--- config.mk ---
export PLATFORM = sky130hd
export DESIGN_NAME = text_cursor_ctrl
export DESIGN_NICKNAME = d
export VERILOG_FILES = /design/src/rtl/text_cursor_ctrl.sv
export SDC_FILE = /design/constraint.sdc
export NUM_CORES = 1
export LEC_CHECK = 0
export ABC_CLOCK_PERIOD_IN_PS = 5760
export CORE_ASPECT_RATIO = 0.8
export CORE_MARGIN = 10
export CORE_UTILIZATION = 30
export DETAILED_ROUTE_END_ITERATION = 6
export SYNTH_ARGS = -nofsm -noshare
export SYNTH_HDL_FRONTEND = slang
export SYNTH_SLANG_ARGS = --single-unit
--- constraint.sdc ---
create_clock -name clk -period 5.76 [get_ports clk]
set_input_delay 0.576 -clock clk [delete_from_list [all_inputs] [get_ports clk]]
set_output_delay 0.576 -clock clk [all_outputs]
set_load 0.1 [all_outputs]
--- src/rtl/text_cursor_ctrl.sv ---
// rtl/text_cursor_ctrl.sv - keystroke-driven cursor tracking and sole writer of the text screen RAM
//
// Ports:
//   clk, rst_n            clock, asynchronous active-low reset
//   key_valid/key_ascii   keystroke stream in
//   key_ready             keystroke accepted when key_valid & key_ready at a clk edge
//   clear_all             single-cycle request to blank the whole screen and home the cursor
//   wr_en/wr_row/wr_col/wr_data   registered screen RAM write port (8'h00 = blank)
//   cur_row/cur_col       current cursor position
//   busy                  high while a line or screen clear is in progress

module text_cursor_ctrl #(
    parameter int COLS  = 70,
    parameter int ROWS  = 30,
    parameter int COL_W = 7,
    parameter int ROW_W = 5
) (
    input  logic             clk,
    input  logic             rst_n,
    input  logic             key_valid,
    input  logic [7:0]       key_ascii,
    output logic             key_ready,
    input  logic             clear_all,
    output logic             wr_en,
    output logic [ROW_W-1:0] wr_row,
    output logic [COL_W-1:0] wr_col,
    output logic [7:0]       wr_data,
    output logic [ROW_W-1:0] cur_row,
    output logic [COL_W-1:0] cur_col,
    output logic             busy
);

    typedef enum logic [1:0] {
        S_IDLE,
        S_CLEAR_LINE,
        S_CLEAR_ALL
    } state_t;

    localparam logic [COL_W-1:0] LAST_COL = COL_W'(COLS - 1);
    localparam logic [ROW_W-1:0] LAST_ROW = ROW_W'(ROWS - 1);

    state_t           state;
    logic             clr_pend;
    logic [COL_W-1:0] clr_col;
    logic [ROW_W-1:0] clr_row;

    logic             accept;
    logic             printable;
    logic [ROW_W-1:0] next_row;

    assign key_ready = (state == S_IDLE) && !clr_pend;
    assign busy      = (state != S_IDLE);
    assign accept    = key_valid && key_ready;
    assign printable = (key_ascii >= 8'h20) && (key_ascii <= 8'h7E);
    assign next_row  = (cur_row == LAST_ROW) ? '0 : cur_row + ROW_W'(1);

    always_ff @(posedge clk or negedge rst_n) begin
        if (!rst_n) begin
            state    <= S_IDLE;
            clr_pend <= 1'b0;
            clr_col  <= '0;
            clr_row  <= '0;
            cur_row  <= '0;
            cur_col  <= '0;
            wr_en    <= 1'b0;
            wr_row   <= '0;
            wr_col   <= '0;
            wr_data  <= 8'h00;
        end else begin
            wr_en <= 1'b0;
            if (clear_all) begin
                clr_pend <= 1'b1;
            end

            case (state)
                S_IDLE: begin
                    if (accept) begin
                        if (printable) begin
                            wr_en   <= 1'b1;
                            wr_row  <= cur_row;
                            wr_col  <= cur_col;
                            wr_data <= key_ascii;
                            if (cur_col == LAST_COL) begin
                                cur_col <= '0;
                                cur_row <= next_row;
                                clr_col <= '0;
                                state   <= S_CLEAR_LINE;
                            end else begin
                                cur_col <= cur_col + COL_W'(1);
                            end
                        end else if (key_ascii == 8'h0D) begin
                            cur_col <= '0;
                            cur_row <= next_row;
                            clr_col <= '0;
                            state   <= S_CLEAR_LINE;
                        end else if (key_ascii == 8'h08) begin
                            // Backspace blanks the cell it moves onto; at home it is a no-op.
                            if (cur_col != '0) begin
                                cur_col <= cur_col - COL_W'(1);
                                wr_en   <= 1'b1;
                                wr_row  <= cur_row;
                                wr_col  <= cur_col - COL_W'(1);
                                wr_data <= 8'h00;
                            end else if (cur_row != '0) begin
                                cur_row <= cur_row - ROW_W'(1);
                                cur_col <= LAST_COL;
                                wr_en   <= 1'b1;
                                wr_row  <= cur_row - ROW_W'(1);
                                wr_col  <= LAST_COL;
                                wr_data <= 8'h00;
                            end
                        end
                    end else if (clr_pend) begin
                        // A clear request landing on the entry cycle keeps the flag set,
                        // so the whole-screen clear runs once more afterwards.
                        if (!clear_all) begin
                            clr_pend <= 1'b0;
                        end
                        cur_row <= '0;
                        cur_col <= '0;
                        clr_row <= '0;
                        clr_col <= '0;
                        state   <= S_CLEAR_ALL;
                    end
                end

                S_CLEAR_LINE: begin
                    wr_en   <= 1'b1;
                    wr_row  <= cur_row;
                    wr_col  <= clr_col;
                    wr_data <= 8'h00;
                    if (clr_col == LAST_COL) begin
                        clr_col <= '0;
                        state   <= S_IDLE;
                    end else begin
                        clr_col <= clr_col + COL_W'(1);
                    end
                end

                S_CLEAR_ALL: begin
                    wr_en   <= 1'b1;
                    wr_row  <= clr_row;
                    wr_col  <= clr_col;
                    wr_data <= 8'h00;
                    if (clr_col == LAST_COL) begin
                        clr_col <= '0;
                        if (clr_row == LAST_ROW) begin
                            clr_row <= '0;
                            state   <= S_IDLE;
                        end else begin
                            clr_row <= clr_row + ROW_W'(1);
                        end
                    end else begin
                        clr_col <= clr_col + COL_W'(1);
                    end
                end

                default: begin
                    state <= S_IDLE;
                end
            endcase
        end
    end

endmodule

Word-level counts from Yosys, hierarchy flattened
Index checks and enable logic that the tools add are counted.

operators by class
  add/subtract/negate cells = 6
  order comparisons = 2
  eq/ne operators = 25
  mux-type cells = 65
  reductions and logical operators = 20

operators by type and width
  cell                 count
  $mux 7               16
  $mux 5               17
  $mux 8               6
  $pmux 7 s2           2
  $eq 8x4->1 const B   2
  $mux 2               8
  $pmux 8 s2           1
  $pmux 5 s3           1
  $add 7x1->7 const B  2
  $eq 7x7->1 const B   2
  $ne 2x2->1 const B   6
  $reduce_and 4->1     3
  $reduce_and 6->1     2
  $mux 1               11
  $add 5x1->5 const B  2
  $eq 5x5->1 const B   2
  $pmux 5 s2           1
  $reduce_and 5->1     2
  $ge 8x6->1 const B   1
  $le 8x7->1 const B   1
  $ne 4x1->1 const B   2
  $ne 4x3->1 const B   2
  $reduce_bool 2->1    4
  $reduce_bool 7->1    1
  other kinds (17)     21

storage, ports and cells
  register bits after elaboration = 48
  bits of input ports = 12

Logic depth before layout (Yosys ltp)
  depth after elaboration = 8
  mapped depth = 10

Least setup slack after synthesis
OpenSTA, ideal clock, no wires.

  path kind = reg2reg
  start = reg cur_row[0]
  end = reg wr_col[0]
  arrival = 2.797 ns
  required time = 5.634 ns
  slack = 2.837 ns
  cell stages (with the launch flop) = 10
  buffers on the path = 1
  cells stage by stage = dfrtp_1 inv_1 ha_1 or4b_4 nor4b_4 o21ai_1 a21oi_2 buf_6 nor2_8 mux2_4

between the ends
  longest elaborated chain between the ends = 3

ends and longest elaborated chain
  item                        RTL line  text
  start: declaration          28        output logic [ROW_W-1:0] cur_row,
  start signal: assignment    85        cur_row <= next_row;
  start signal: assignment    93        cur_row <= next_row;
  start signal: assignment    105       cur_row <= cur_row - ROW_W'(1);
  $reduce_bool 5->1           104       end else if (cur_row != '0) begin
  $ne 4x2->1 (no line)        n/a
  $reduce_and 5->1 (no line)  n/a
  end signal: assignment      102       wr_col <= cur_col - COL_W'(1);
  end signal: assignment      130       wr_col <= clr_col;
  end signal: assignment      143       wr_col <= clr_col;
  end: declaration            26        output logic [COL_W-1:0] wr_col,

No other way between the ends.
A chain may end at the register's enable or synchronous reset.

Final worst setup path
  start = reg cur_row[0]
  end = reg wr_row[2]

between the ends
  longest elaborated chain between the ends = 8
  elaborated cells between the ends (all ways) = 11

ends and longest elaborated chain
  item                    RTL line  text
  $sub 5x1->5             108       wr_row <= cur_row - ROW_W'(1);
  $mux 5                  104
  $mux 5                  98        if (cur_col != '0) begin
  $mux 5                  96        end else if (key_ascii == 8'h08) begin
  $mux 5                  91        end else if (key_ascii == 8'h0D) begin
  $mux 5                  78        if (printable) begin
  $mux 5                  77        if (accept) begin
  $pmux 5 s3              75        case (state)
  end signal: assignment  80        wr_row <= cur_row;
  end signal: assignment  101       wr_row <= cur_row;
  end signal: assignment  108
  end: declaration        25        output logic [ROW_W-1:0] wr_row,

Parallel ways exist; a longest one is shown, timed or not. The select of a mux whose other input is x is not followed.

==> results.md <==
- Core area: 11100 um2
- Initial Util: 31.2%
- Synth Cell Area: ~3500 um2
- Share of cells above drive strength 1: slightly above 8%
- YS warnings: 0
- CP Class: register to register
- Ranking of synthesized cells by area: dfrtp_1 35%, ha_1 5.8%, o21ai_0 5.7%
- Mean Syn Cell Area: ~8.6 um2
- GP Congestion: 0.898
- GRT Residual Overflow: 0
- Count of state elements after synthesis: 48
- # H-tree levels: 2
- GRT Total Usage: ~12%
- Setup_tns: 0 ns
- Crit path DAT: 3.63 ns
- Total of max-cap violations: 0
- Post-synth top area share: between 30% and 40%
- Flop pwr share: roughly two fifths
- Slew headroom: between 20% and 30%
- Clk_lat worst skew: roughly 0.29 ns
- Routed Antenna Nets: 0
- Pin count of the biggest net entering global routing: 49
- Power per cell area: about 270 nW/um2
- N_diodes: 0
- Crit path time final: ~3.4 ns
- Setup ws final: approximately 2.3 ns
- Routed wl met2: 4.23 mm
- Count of input and output buffers: 46
- Die height: 116 um
- DR WL met3: about 700 um
- Reg clk slew, reported paths: ~0.07 ns
- Die width: ~140 um
- Top layer in use: met4
- DRC viols: 0
- Setup crit end kind: register
- Worst slew pin tran: about 1.1 ns
- Final Util: 37.5%
- RSZ-0062 raised after global routing: false
- Total clock sinks: 48
- Setup violations, final: 0
- Internal power: 0.694 mW
- Most frequent cells after synthesis: 48 x dfrtp_1, 41 x nand2_1, 39 x o21ai_0
- CTS resizes: 0
- Clock power share: 29.6%
- Row cnt: 34
- Post-CTS Repair Setup Buffers: 0
- Unique cell type count in the Yosys netlist: 67
- Hold Buf Count CTS: 0
- DP Cell Count: roughly 570
- Syn Inst Count: around 400
- Clock Skews: around 0.008 ns
- Critical Path, Cell by Cell: inv_1 -> ha_1 -> or4b_4 -> nor4b_4 -> o21ai_1 -> a21oi_2 -> nor2_1 -> mux2_2
- Post-DR vias/cell: approximately 5.6
- Register area share after synthesis: 34.8%
- Detailed Place HPWL: just over 7 mm
- Final Net Count: roughly 460
- Critical path launch point type: register
- HP Class: primary input to async pin
- Met1 Wirelength: between 4 and 5 mm
- Die area: about 16000 um2
- CTS buffer count: 5
- First-pass GRT wire length: around 16 mm
- Iter 0 DRT Violations: a little under 500
- Synthesized Nets: about 430
- DP Worst Slack: 2.22 ns
- Drt pass-1 iters: 5
- Asr flop ratio synth: 100%
- Area Overhead vs Synth: 20.1%
- Sw frac: roughly two fifths
- Final std cells w/o fill: approximately 580
- Peak VDD IR: 0.173 mV
- Most frequent cell after synthesis: dfrtp_1
- Max Clock Freq: approximately 290 MHz
- Primary FF master, synth: dfrtp_1
- I/O pin cnt: between 40 and 50
- Via count: between 3000 and 4000
- CP max stage delay: ~0.85 ns
- Drt wl/cell: roughly 17 um
- Switching power: 0.431 mW
- CTS tree: done
- Status: completed
- Post-synth EDFFs: 0
- Crit-path max FO: 20
- Fillers: around 1100
- Gate power share: a little under a third
- Initial antenna violation count: 0
- Leak pwr: around 1.7 nW
- CP required: ~5.9 ns
- Final period utilization: ~60%
- Clock root buffer: clkbuf_16
- Vias in the first global route: between 3000 and 4000
- Slowest-stage cell, CP: a21oi_2
- Routed wire length: 9.77 mm
- Longest Clk Path Bufs: 2
- Synth area leader: dfrtp_1
- Hold Vio Cnt, Final: 0
- Pins Over Slew Limit: 0
## worst max-delay path: cells and delay by family (launching register included)
kind,cells,cell delay (ns)
AO/OA/AOI/OAI,2,1.01
adder cells (fa/ha/maj),1,0.26
buffers and inverters,1,0.17
flip-flops,1,0.50
multiplexers,1,0.35
AND/OR/NAND/NOR,3,1.05
## kinds of logic (layout without fill, tap and decap cells)
group	count (synthesis)	count (layout)	synth area share (%)
compound gates	135	135	26.3
xor+xnor	5	5	1.27
fa+ha+maj	16	16	5.80
buf+inv	39	69	4.89
flops	48	48	34.8
mux	12	12	4.50
simple gates	146	146	22.5
## per-layer routing
metal | global-route usage, % | up-vias
met5 | 0 | -
li1 | - | 1555
met2 | 18.0 | 93
met3 | 3.43 | 11
met4 | 3.23 | 0
met1 | 16.6 | 1547
## power groups by stage
| stage | logic (mW) | registers (mW) | clock network, mW |
|---|---|---|---|
| detailed placement | 0.362 | 0.439 | 0 |
| finish | 0.359 | 0.432 | 0.333 |
| global route | 0.382 | 0.441 | 0.359 |
| floorplan | 0.116 | 0.583 | 0 |
| global placement | 0.358 | 0.436 | 0 |
| CTS | 0.363 | 0.433 | 0.342 |
## final cells by class
type	instances	area, um2	share of cell area, %
multi-input cells	314	2080	50.2
well taps	144	180	4.35
clock inverters	2	35.0	0.845
flip-flops and latches	48	1200	29.0
repair buffers	48	470	11.3
clock buffers	6	129	3.11
inverters	13	48.8	1.18
## cells in the final DEF, fill, tap and decap left out, types with 3 or more instances in the layout
| cell type | synthesis | layout |
|---|---|---|
| clkdlybuf4s50_1 | 0 | 45 |
| xor2_1 | 4 | 4 |
| nor2_1 | 21 | 21 |
| a31oi_1 | 4 | 4 |
| nor2b_1 | 5 | 5 |
| o21ai_0 | 39 | 39 |
| mux2_4 | 6 | 6 |
| clkbuf_16 | 0 | 5 |
| nand2b_1 | 3 | 3 |
| a211oi_1 | 4 | 4 |
| dfrtp_1 | 48 | 48 |
| a22o_1 | 8 | 8 |
| inv_1 | 13 | 13 |
| and3_1 | 5 | 5 |
| o31ai_1 | 13 | 13 |
| o22ai_1 | 5 | 5 |
| nand2_1 | 41 | 41 |
| nand3b_1 | 3 | 3 |
| mux2_2 | 4 | 4 |
| o211ai_1 | 3 | 3 |
| nand3_1 | 27 | 27 |
| a22oi_1 | 3 | 3 |
| a21oi_1 | 25 | 25 |
| nand4_1 | 5 | 5 |
| and2_1 | 7 | 7 |
| nor3_1 | 13 | 13 |
| ha_1 | 16 | 16 |
| o22a_1 | 3 | 3 |
## worst paths after layout
check | startpoint | endpoint | slack (ns) | cells after the start
max in group asynchronous | rst_n | cur_col[0] | 4.57 | 1
hold reg to reg | wr_data[7] | wr_data[7] | 0.51 | 1
min in group clk | wr_data[7] | wr_data[7] | 0.51 | 1
setup reg to reg | cur_row[0] | wr_row[2] | 2.31 | 8
setup / recovery | cur_row[0] | wr_row[2] | 2.31 | 8
hold / removal | rst_n | cur_col[1] | 0.49 | 1
## sequential cells by signal, indices dropped and copies added (netlist names)
name      cells
wr_data       8
wr_col        7
cur_row       5
clr_col       7
clr_row       5
wr_en         1
clr_pend      1
wr_row        5
cur_col       7
state         2
## through the flow
stage / power [mW] / hold WS [ns] / area [um2]
after floorplan: 0.699 / 0.280 / 3450
after global placement: 0.794 / 0.485 / 3980
after detailed placement: 0.801 / 0.497 / 3980
after CTS: 1.14 / 0.512 / 4150
after global routing: 1.18 / 0.536 / 4150
final: 1.12 / 0.485 / 4150
Power figures use the tool's default switching activity.
